===== config.mk =====
export PLATFORM = sky130hd
export DESIGN_NAME = scic_control_unit
export DESIGN_NICKNAME = d
export VERILOG_FILES = /design/src/rtl/scic_control_unit.sv
export SDC_FILE = /design/constraint.sdc
export NUM_CORES = 1
export LEC_CHECK = 0
export BUFFER_PORTS_ARGS = -buffer_cell sky130_fd_sc_hd__buf_2
export CORE_UTILIZATION = 49
export DETAILED_ROUTE_END_ITERATION = 8
export PLACE_DENSITY = 0.86
export SETUP_SLACK_MARGIN = 0.3
export SLEW_MARGIN = 20
export SYNTH_ARGS = -nofsm -noshare
export SYNTH_HDL_FRONTEND = slang
export SYNTH_SLANG_ARGS = --single-unit

===== constraint.sdc =====
create_clock -name clock -period 2 [get_ports clock]
set_clock_uncertainty 0.1 [all_clocks]
set_input_delay 0.4 -clock clock [delete_from_list [all_inputs] [get_ports clock]]
set_output_delay 0.4 -clock clock [all_outputs]
set_load 0.05 [all_outputs]

===== src/rtl/scic_control_unit.sv =====
// Fetch/decode/execute sequencer for the SCIC accumulator core, with memory wait-state watchdog.
// Define SCIC_INSTR_COUNT_EN to add the saturating instr_count output.
module scic_control_unit #(
    parameter int ADDR_W      = 5,
    parameter int MEM_TIMEOUT = 15
) (
    input  logic              clock,
    input  logic              reset,
    input  logic [2:0]        ir_opcode,
    input  logic [ADDR_W-1:0] ir_operand,
    input  logic              acc_zero,
    input  logic              mem_ready,
    output logic              mem_read,
    output logic              mem_write,
    output logic              addr_sel,
    output logic              ir_load,
    output logic              pc_inc,
    output logic              pc_load,
    output logic              acc_load,
    output logic [1:0]        acc_src,
    output logic              alu_op,
    output logic              led_load,
    output logic              halted,
    output logic              fault
`ifdef SCIC_INSTR_COUNT_EN
    ,
    output logic [15:0]       instr_count
`endif
);

    typedef enum logic [2:0] {
        FETCH  = 3'd0,
        DECODE = 3'd1,
        MEMRD  = 3'd2,
        MEMWR  = 3'd3,
        EXEC   = 3'd4,
        HALT   = 3'd5
    } state_t;

    localparam logic [2:0] OP_LOAD  = 3'b000;
    localparam logic [2:0] OP_STORE = 3'b001;
    localparam logic [2:0] OP_ADD   = 3'b010;
    localparam logic [2:0] OP_SUB   = 3'b011;
    localparam logic [2:0] OP_IN    = 3'b100;
    localparam logic [2:0] OP_OUT   = 3'b101;
    localparam logic [2:0] OP_JMP   = 3'b110;
    localparam logic [2:0] OP_BRZ   = 3'b111;

    localparam logic [1:0] SRC_MEM = 2'b00;
    localparam logic [1:0] SRC_ALU = 2'b01;
    localparam logic [1:0] SRC_SW  = 2'b10;

    localparam int               CNT_W     = 8;
    localparam logic [CNT_W-1:0] WAIT_LAST = CNT_W'(MEM_TIMEOUT - 1);

    state_t           state_q, state_d;
    logic [CNT_W-1:0] wait_cnt_q, wait_cnt_d;
    logic             fault_q, fault_d;
    logic             mem_state;
    logic             timeout_hit;
    logic             halt_instr;

    assign mem_state   = (state_q == FETCH) || (state_q == MEMRD) || (state_q == MEMWR);
    // The cycle that would make the count reach MEM_TIMEOUT; a late mem_ready still wins.
    assign timeout_hit = mem_state && !mem_ready && (wait_cnt_q == WAIT_LAST);
    assign halt_instr  = (ir_opcode == OP_BRZ) && (&ir_operand);

    always_ff @(posedge clock) begin
        if (reset) begin
            state_q    <= FETCH;
            wait_cnt_q <= '0;
            fault_q    <= 1'b0;
        end else begin
            state_q    <= state_d;
            wait_cnt_q <= wait_cnt_d;
            fault_q    <= fault_d;
        end
    end

    always_comb begin
        state_d = state_q;
        case (state_q)
            FETCH, MEMRD, MEMWR: begin
                if (mem_ready) begin
                    state_d = (state_q == FETCH) ? DECODE : FETCH;
                end else if (timeout_hit) begin
                    state_d = HALT;
                end
            end
            DECODE: begin
                case (ir_opcode)
                    OP_LOAD, OP_ADD, OP_SUB: state_d = MEMRD;
                    OP_STORE:                state_d = MEMWR;
                    OP_IN, OP_OUT, OP_JMP:   state_d = EXEC;
                    default:                 state_d = halt_instr ? HALT : EXEC;
                endcase
            end
            EXEC:    state_d = FETCH;
            default: state_d = HALT;
        endcase
    end

    always_comb begin
        wait_cnt_d = wait_cnt_q;
        if (state_d != state_q) begin
            wait_cnt_d = '0;
        end else if (mem_state && !mem_ready) begin
            wait_cnt_d = wait_cnt_q + 1'b1;
        end
    end

    assign fault_d = fault_q | timeout_hit;

    always_comb begin
        mem_read  = 1'b0;
        mem_write = 1'b0;
        addr_sel  = 1'b0;
        ir_load   = 1'b0;
        pc_inc    = 1'b0;
        pc_load   = 1'b0;
        acc_load  = 1'b0;
        acc_src   = SRC_MEM;
        alu_op    = 1'b0;
        led_load  = 1'b0;
        if (!reset) begin
            case (state_q)
                FETCH: begin
                    mem_read = 1'b1;
                    ir_load  = mem_ready;
                    pc_inc   = mem_ready;
                end
                MEMRD: begin
                    mem_read = 1'b1;
                    addr_sel = 1'b1;
                    acc_load = mem_ready;
                    acc_src  = (ir_opcode == OP_LOAD) ? SRC_MEM : SRC_ALU;
                    alu_op   = (ir_opcode == OP_SUB);
                end
                MEMWR: begin
                    mem_write = 1'b1;
                    addr_sel  = 1'b1;
                end
                EXEC: begin
                    case (ir_opcode)
                        OP_IN: begin
                            acc_load = 1'b1;
                            acc_src  = SRC_SW;
                        end
                        OP_OUT:  led_load = 1'b1;
                        OP_JMP:  pc_load  = 1'b1;
                        OP_BRZ:  pc_load  = acc_zero;
                        default: ;
                    endcase
                end
                default: ;
            endcase
        end
    end

    assign halted = (state_q == HALT);
    assign fault  = fault_q;

`ifdef SCIC_INSTR_COUNT_EN
    logic [15:0] instr_count_q, instr_count_d;
    logic        instr_done;

    // An instruction retires when an execute-class state hands back to FETCH.
    assign instr_done = (state_d == FETCH) &&
                        ((state_q == MEMRD) || (state_q == MEMWR) || (state_q == EXEC));

    always_comb begin
        instr_count_d = instr_count_q;
        if (instr_done && (instr_count_q != 16'hFFFF)) begin
            instr_count_d = instr_count_q + 16'd1;
        end
    end

    always_ff @(posedge clock) begin
        if (reset) begin
            instr_count_q <= 16'd0;
        end else begin
            instr_count_q <= instr_count_d;
        end
    end

    assign instr_count = instr_count_q;
`endif

endmodule


==> results of run 1 <==
## layout make-up
class,instances,area (um^2)
fillers,61,134
inverters,4,17.5
well taps,16,20.0
multi-input cells,77,652
flip-flops and latches,12,251
clock buffers,4,36.3
repair buffers,45,395
## routing by layer
metal	GRT usage	wire, um	vias up
met5	0	0	-
li1	-	-	440
met3	0.0733	466	46
met2	0.600	1630	111
met4	0.269	346	0
met1	0.376	1250	473
## sequential cells by signal, summed over array words and instances (netlist names)
name        flops
state_q         3
wait_cnt_q      8
fault           1
## cells in the mapped netlist (3+ instances only)
master and number:
a21oi_1 3, and3_1 4, clkbuf_1 3, dfxtp_1 12
inv_1 4, nand2_1 6, nand3_1 5, nor2_1 18
nor3_1 3, o21ai_0 3, xor2_1 6
## power by group
part | leakage [nW] | internal [mW] | switching (mW)
logic | 0.448 | 0.161 | 0.202
registers | 0.0994 | 0.251 | 0.0203
clock network | 0.0210 | 0.111 | 0.0901
## how the worst max path moves through the flow
stage                           from       endpoint  slack, ns  depth (start not counted)
after floorplan                reset       acc_load      -0.08                          4
after global placement    state_q[0]  wait_cnt_q[3]       0.14                          5
after detailed placement  state_q[1]  wait_cnt_q[2]       0.02                          5
after CTS                 state_q[1]       led_load       0.09                          5
after global routing      state_q[0]        pc_load      -0.08                          5
final                     state_q[0]       acc_load      -0.03                          5
## stage by stage
stage	setup TNS, ns	utilization
after global placement	0	0.658
after detailed placement	0	0.658
after global routing	-0.238	0.911
after floorplan	-0.0972	-
after CTS	0	0.806
final	-0.0757	0.911
## worst max-delay path, delay by kind of cell (launching register included)
| family | cells | cell delay (ns) |
|---|---|---|
| compound gates | 1 | 0.14 |
| buf+inv | 1 | 0.15 |
| simple gates | 3 | 0.59 |
| flops | 1 | 0.38 |
## kinds of logic (layout without fill, tap and decap cells)
family,count (synthesis),in the layout,synth area share
buffers and inverters,11,53,0.0699
adder cells (fa/ha/maj),2,2,0.0318
AO/OA/AOI/OAI,17,17,0.175
multiplexers,1,1,0.0127
AND/OR/NAND/NOR,50,50,0.327
flip-flops,12,12,0.305
XOR/XNOR,7,7,0.0779
## timing repair
item / 4_1_cts / 5_1_grt
buffers inserted: 8 / 7
resized for setup: 39 / 29
hold buffers: 0 / 0
endpoints found under the setup margin: 20 / 21
pin swaps: 1 / 14
endpoints found under the hold margin: 0 / 0
==> results.md, run 1 <==
* Mapped Cells at 100
* CP Data Arrival Time at 1.53 ns
* Commonest non-fill, non-tap cell in the layout: buf_4
* CP max stage cell: dfxtp_4
* Cts bufs inserted at 3
* CTS max path bufs at 2
* Syn_nets at 114
* Status: finished, violations left
* Vias per inst at 6.77
* I/O pin cnt at 25
* HPWL Detailed at 1500 um
* Worst rel slew slack at 0.674
* Crit end category: output pin
* Setup ws final at -0.0321 ns
* Commonest non-fill, non-tap cells in the layout: 14 x buf_4, 13 x nor2_1, 13 x buf_2
* Synth Area per Inst at 7.87 um^2
* Starting Density at 0.522
* Yosys cell types at 36
* Drt initial violations at 88
* Synth top area cells: dfxtp_1 31%, nor2_1 8.6%, xor2_1 6.7%
* Setup Viol. Count Final at 3
* Worst Hold Class: flip-flop to flip-flop
* Core ar. at 1510 um^2
* Pwr Density at 608 nW/um^2
* First-pass DRT Iterations at 4
* Post-Syn Area at 787 um^2
* Final hold viol count at 0
* GR Overflow Total at 0
* EDFF count, synth at 0
* Dominant cell type by area after synthesis: dfxtp_1
* Slew @ Worst Pin at 0.486 ns
* Initial antenna violation count at 0
* Hold Path Depth at 2
* Final worst path period need at 2.03 ns
* Worst setup SP type: flip-flop
* Failing checks: setup timing
* FF-to-FF setup slack at 0.03 ns
* H-tree Lvls at 1
* Yosys warning count at 0
* Vias in the first global route at 946
* Total wire length at 3690 um
* WP data required at 1.50 ns
* Final period util at 1.02
* Top_reg_cell synth: dfxtp_1
* Total track usage at 0.352
* Maximum number of pins on one net before global-route repair at 13
* Worst flop-to-flop path startpoint: state_q[1]
* Hold EP: fault
* Number of port buffers at 24
* Worst reg-to-reg path cell count at 6
* Die Y-Extent at 42.1 um
* Finished Layout Cells at 158
* Row count at 14
* Cells along the critical path: nor2_4 > nand4b_1 > nor3_4 > a21o_4 > buf_8
* Clock sink count at 12
* Avg WL per Cell at 23.4 um
* Synth top area share at 0.305
* Worst-path clk slew at 0.08 ns
* Worst IR Drop VDD at 0.626 mV
* Global-route wire length before repair at 4490 um
* Hold slack at 0.385 ns
* Area post-placement at 991 um^2
* Layout cell share with drive strength beyond 1 at 0.535
* Final instance area at 1370 um^2
* Via count at 1,070
* Ant diodes at 0
* Total power at 0.835 mW
* Post-DRT Antenna Nets at 0
* Nets@finish at 157
* Largest stage delay on the critical path at 0.38 ns
* Root Driver: clkbuf_4
* Critical Setup Path Class: flip-flop to output pin
* Static Leak at 0.568 nW
* RSZ-0062 raised after global routing: yes
* Reg2Reg Capture Point: wait_cnt_q[7]
* Setup WS pre-CTS at 0.0156 ns
* Layout area overhead at 74.4%
* Final Slew Violations at 0
* Yosys reg bits at 12
* Max-cap violations at 0
* Die area at 1770 um^2
* Async SR Flop Fraction at 0
* Die width at 42.1 um
* Dpl cells at 139
* Hold Path Origin: fault
* RD Place Congestion at 0.856
* CTS tree: done
* F_max at 492 MHz
* Worst-Skew Late Latency at 0.29 ns
* DRC at 0
* Worst-path fanout max at 6
* Seq/Total Area, Yosys at 0.305
Note: power is estimated with default switching activity, not from simulation.
==> run 2, diff against run 1 <==
ABC_AREA = 1   (was default)
==> run 2 against run 1 <==
The run now ends clean. Critical path depth is the same. Combinational power fell by 23%. First-iteration DRC count decreased by 67%. Final cell count increased by 15%. Synthesized cell count is 27% higher. Global-route usage is 10 points lower. Maximum frequency grew 10%. Die area rose by 4.4%. Sequential share of layout area rose by 1.5 points. Sequential power shrank 2%. Clock power down 2%. Critical path type unchanged. Critical endpoint unchanged.
==> results.md, run 2 <==
* Max-cap violations at 0
* CP max stage cell: dfxtp_4
* Clock sink count at 12
* Avg WL per Cell at 14.1 um
* Ant diodes at 0
* Top-count cell post-synth: nor2_1
* Worst Hold Class: primary input to flip-flop
* Core ar. at 1540 um^2
* Nets@finish at 180
* P_sw at 0.273 mW
* Main combinational cell family by area after synthesis: simple AND/OR/NAND/NOR gates
* Worst setup SP type: flip-flop
* Post-Synth Simple-Gate Area at 0.429
* Synth top area cells: dfxtp_1 29%, nor2_1 13%, nand2_1 9.1%
* Total track usage at 0.250
* Cts bufs inserted at 3
* CP Data Arrival Time at 1.35 ns
* Final Slew Violations at 0
* Share of total power in combinational logic at 0.376
* Commonest non-fill, non-tap cells in the layout: 20 x nor2_1, 18 x inv_1, 17 x nand2_1
* WP buf/inv at 2
* Post-Syn Area at 823 um^2
* Final period util at 0.923
* Maximum number of pins on one net before global-route repair at 9
* Setup Viol. Count Final at 0
* Most used cell, CP: buf_6
* Via count at 982
* Global-route wire length before repair at 3560 um
* F_max at 542 MHz
* FF/Latch Area at 250 um^2
* # fillers at 95
* Worst IR Drop VDD at 0.390 mV
* Total power at 0.742 mW
* CTS tree: done
* Async SR Flop Fraction at 0
* Largest stage delay on the critical path at 0.37 ns
* Crit end category: output pin
* Final hold viol count at 0
* HPWL Detailed at 1550 um
* Number of port buffers at 24
* Top_reg_cell synth: dfxtp_1
* GR Overflow Total at 0
* Die area at 1850 um^2
* CTS max path bufs at 2
* Syn_nets at 141
* Synth Area in XOR/XNOR at 0.0638
* Pint at 0.470 mW
* Root Driver: clkbuf_4
* RD Place Congestion at 0.882
* Switching share of power at 0.367
* H-tree Lvls at 1
* I/O pin cnt at 25
* Yosys reg bits at 12
* Area post-placement at 1030 um^2
* Commonest non-fill, non-tap cell in the layout: nor2_1
* Layout cell share with drive strength beyond 1 at 0.448
* Vias per inst at 5.43
* Most instantiated cells after synthesis: 29 x nor2_1, 20 x nand2_1, 19 x inv_1, 12 x dfxtp_1, 7 x a21oi_1
* Seq/Total Area, Yosys at 0.292
* Layout area overhead at 53.5%
* WP data required at 1.50 ns
* Mapped Cells at 127
* Worst rel slew slack at 0.730
* Hold-fix buffers, CTS at 0
* Worst-path fanout max at 4
* Synth top area share at 0.292
* Starting Density at 0.534
* Post-DRT Antenna Nets at 0
* Vias in the first global route at 870
* Drt initial violations at 29
* Yosys cell types at 22
* Multi-input gate area at 603 um^2
* Final worst path period need at 1.85 ns
* Dominant cell type by area after synthesis: dfxtp_1
* Flop pwr share at 0.358
* First-pass DRT Iterations at 4
* Worst-path clk slew at 0.08 ns
* DRC at 0
* EDFF count, synth at 0
* Die Y-Extent at 43.0 um
* Top reg by flops: wait_cnt_q
* Hold slack at 0.348 ns
* Delay-heaviest family, CP: flip-flops
* Max FFs per register at 8
* Clock share of power at 0.266
* Slew @ Worst Pin at 0.404 ns
* Die width at 43.0 um
* Post-synthesis mux area share at 0
* Layout Utilization at 0.820
* Total wire length at 2560 um
* Initial antenna violation count at 0
* Adder-cell area share of the yosys netlist at 0.0304
* Worst-Skew Late Latency at 0.28 ns
* RSZ-0062 raised after global routing: yes
* Post-synthesis compound-gate area fraction at 0.0760
* Status: completed
* Row count at 14
* Pwr Density at 587 nW/um^2
* Final instance area at 1260 um^2
* Critical Setup Path Class: flip-flop to output pin
* Yosys warning count at 0
* Synth Area per Inst at 6.48 um^2
* Cells along the critical path: nor2_4 > nand4_1 > buf_6 > o22ai_4 > buf_6
* Static Leak at 0.596 nW
run 2: per-stage QoR:
stage                     cells  setup WS [ns]  TNS (ns)
after floorplan             127        -0.0612    -0.143
after global placement      166         0.0949         0
after detailed placement    166         0.0576         0
after CTS                   175          0.119         0
after global routing        181          0.110         0
final                       181          0.155         0
run 2: final timing paths:
check             startpoint       endpoint  slack, ns  depth (start not counted)
hold reg to reg        fault          fault       0.37                          2
setup / recovery  state_q[1]       acc_load       0.15                          5
hold / removal         reset     state_q[0]       0.35                          2
setup reg to reg  state_q[0]  wait_cnt_q[0]       0.26                         11
run 2: area by class of cell:
class	count	share of cell area
clock buffers	4	0.0287
inverters	21	0.0624
multi-input cells	92	0.477
flip-flops and latches	12	0.198
well taps	16	0.0158
repair buffers	36	0.218
run 2: power groups by stage:
| stage | clock, mW | sequential [mW] | combinational (mW) |
|---|---|---|---|
| global placement | 0 | 0.268 | 0.194 |
| global route | 0.211 | 0.268 | 0.298 |
| finish | 0.197 | 0.266 | 0.279 |
| CTS | 0.195 | 0.263 | 0.228 |
| detailed placement | 0 | 0.269 | 0.203 |
| floorplan | 0 | 0.265 | 0.160 |
run 2: worst register-to-register path: cells and delay by family, from the launching register on:
family	cells	cell delay [ns]
simple gates	7	0.62
compound gates	1	0.17
flops	1	0.40
buf+inv	3	0.37
run 2: repair_timing:
| action | 4_1_cts | 5_1_grt |
|---|---|---|
| pin swaps | 3 | 5 |
| endpoints found under the hold margin | 0 | 0 |
| setup endpoints to repair | 11 | 20 |
| gates resized for setup | 25 | 14 |
| buffers inserted | 5 | 6 |
run 2: layer usage:
layer	share of wire	up-vias	global-route usage
met5	0	-	0
met4	0.019	0	0.0909
met3	0.027	8	0.0128
met2	0.52	31	0.461
met1	0.43	468	0.301
li1	-	475	-
run 2: logic make-up (layout without fill, tap and decap cells):
family | count (synthesis) | in the layout
AND/OR/NAND/NOR | 72 | 72
buffers and inverters | 23 | 61
AO/OA/AOI/OAI | 12 | 12
flip-flops | 12 | 12
XOR/XNOR | 6 | 6
adder cells (fa/ha/maj) | 2 | 2
==> run 3, diff against run 2 <==
RECOVER_POWER = 100   (was default)
==> run 3 against run 2 <==
Register-to-register slack worse by 0.05 ns. Hold slack better by 0.0077 ns. Final area shrank 4.7%. Maximum frequency shrank 3.3%. Sequential share of layout area is 0.97 points higher. Critical path depth up 1. Final cell count unchanged. Sequential power about the same. Critical endpoint is now ir_load. Largest cell class unchanged. Largest power group is now sequential cells.
==> results.md, run 3 (synthesized netlist as in run 2, its figures left out) <==
* Hold slack at 0.355 ns
* Slew @ Worst Pin at 0.603 ns
* Critical Setup Path Class: flip-flop to output pin
* # fillers at 113
* Finished Layout Cells at 181
* Final Slew Violations at 0
* I/O pin cnt at 25
* Pwr Density at 600 nW/um^2
* F_max at 524 MHz
* Most used cell, CP: nor2_4
* Worst IR Drop VDD at 0.376 mV
* Total wire length at 2520 um
* Layout Utilization at 0.782
* Root Driver: clkbuf_4
* RSZ-0062 raised after global routing: yes
* Max-cap violations at 0
* Die Y-Extent at 43.0 um
* CTS tree: done
* Worst-path clk slew at 0.09 ns
* Static Leak at 0.580 nW
* Commonest non-fill, non-tap cell in the layout: nor2_1
* Final instance area at 1200 um^2
* CTS max path bufs at 2
* Initial antenna violation count at 0
* Starting Density at 0.534
* GR Overflow Total at 0
* Die area at 1850 um^2
* Final period util at 0.954
* Maximum number of pins on one net before global-route repair at 9
* DRC at 0
* Post-DRT Antenna Nets at 0
* Dpl cells at 166
* Worst setup SP type: flip-flop
* Layout cell share with drive strength beyond 1 at 0.424
* Ant diodes at 0
* Clock sink count at 12
* Row count at 14
* Core ar. at 1540 um^2
* Drt initial violations at 33
* Setup WS pre-CTS at 0.0576 ns
* H-tree Lvls at 1
* Die width at 43.0 um
* Commonest non-fill, non-tap cells in the layout: 21 x nor2_1, 19 x nand2_1, 18 x inv_1
* Largest stage delay on the critical path at 0.37 ns
* Status: completed
* WP data required at 1.50 ns
* Vias per inst at 5.38
* Final hold viol count at 0
* Via count at 974
* Worst Hold Class: primary input to flip-flop
* Total track usage at 0.250
* Cts bufs inserted at 3
* Area post-placement at 1030 um^2
* Crit end category: output pin
* Top reg by flops: wait_cnt_q
* CP Data Arrival Time at 1.41 ns
* Setup Viol. Count Final at 0
* Setup ws final at 0.0911 ns
* RD Place Congestion at 0.882
* Worst rel slew slack at 0.600
* Total power at 0.723 mW
* Setup tns final at 0 ns
* Global-route wire length before repair at 3560 um
* Worst-Skew Late Latency at 0.27 ns
* Vias in the first global route at 870
* Worst-path fanout max at 3
* Cells along the critical path: nor2_4 > buf_4 > buf_6 > nand2_2 > nor2_4 > buf_2
* HPWL Detailed at 1550 um
* Avg WL per Cell at 13.9 um
* CP max stage cell: dfxtp_4
* First-pass DRT Iterations at 4
* Layout area overhead at 46.4%
* Nets@finish at 180
* Final worst path period need at 1.91 ns
* Max FFs per register at 8
* Number of port buffers at 24
-- run 3: final timing paths --
check | startpoint | end | slack, ns | depth (start not counted)
min | reset | state_q[1] | 0.36 | 2
max reg2reg | state_q[0] | wait_cnt_q[0] | 0.21 | 11
max | state_q[1] | ir_load | 0.09 | 6
min reg2reg | fault | fault | 0.37 | 2
-- run 3: cell type report --
cell class              count  area (um^2)  area share
flip-flops and latches     12          250       0.208
multi-input cells          92          588       0.488
inverters                  21         78.8      0.0654
clock buffers               4         36.3      0.0301
repair buffers             36          231       0.192
well taps                  16         20.0      0.0166
-- run 3: per-layer routing --
metal  up-vias  track usage  share of wire
met2        47        0.461           0.52
met3         8       0.0128          0.043
met5         -            0              0
met4         0       0.0909          0.022
met1       446        0.301           0.42
li1        473            -              -
-- run 3: critical path, delay by kind of cell (launching register included) --
kind,cells,cell delay [ns]
buf+inv,3,0.49
flops,1,0.37
simple gates,3,0.28
-- run 3: repair_timing --
item	4_1_cts	5_1_grt
buffers inserted	5	6
endpoints found under the setup margin	11	20
pin swaps	3	5
hold endpoints to repair	0	0
hold buffers	0	0
gates cloned	0	0
gates resized for setup	25	14
-- run 3: report_power, final --
part	leakage [nW]	switching, mW	internal [mW]
clock network	0.0210	0.0854	0.111
logic	0.459	0.163	0.0982
registers	0.0994	0.0160	0.250
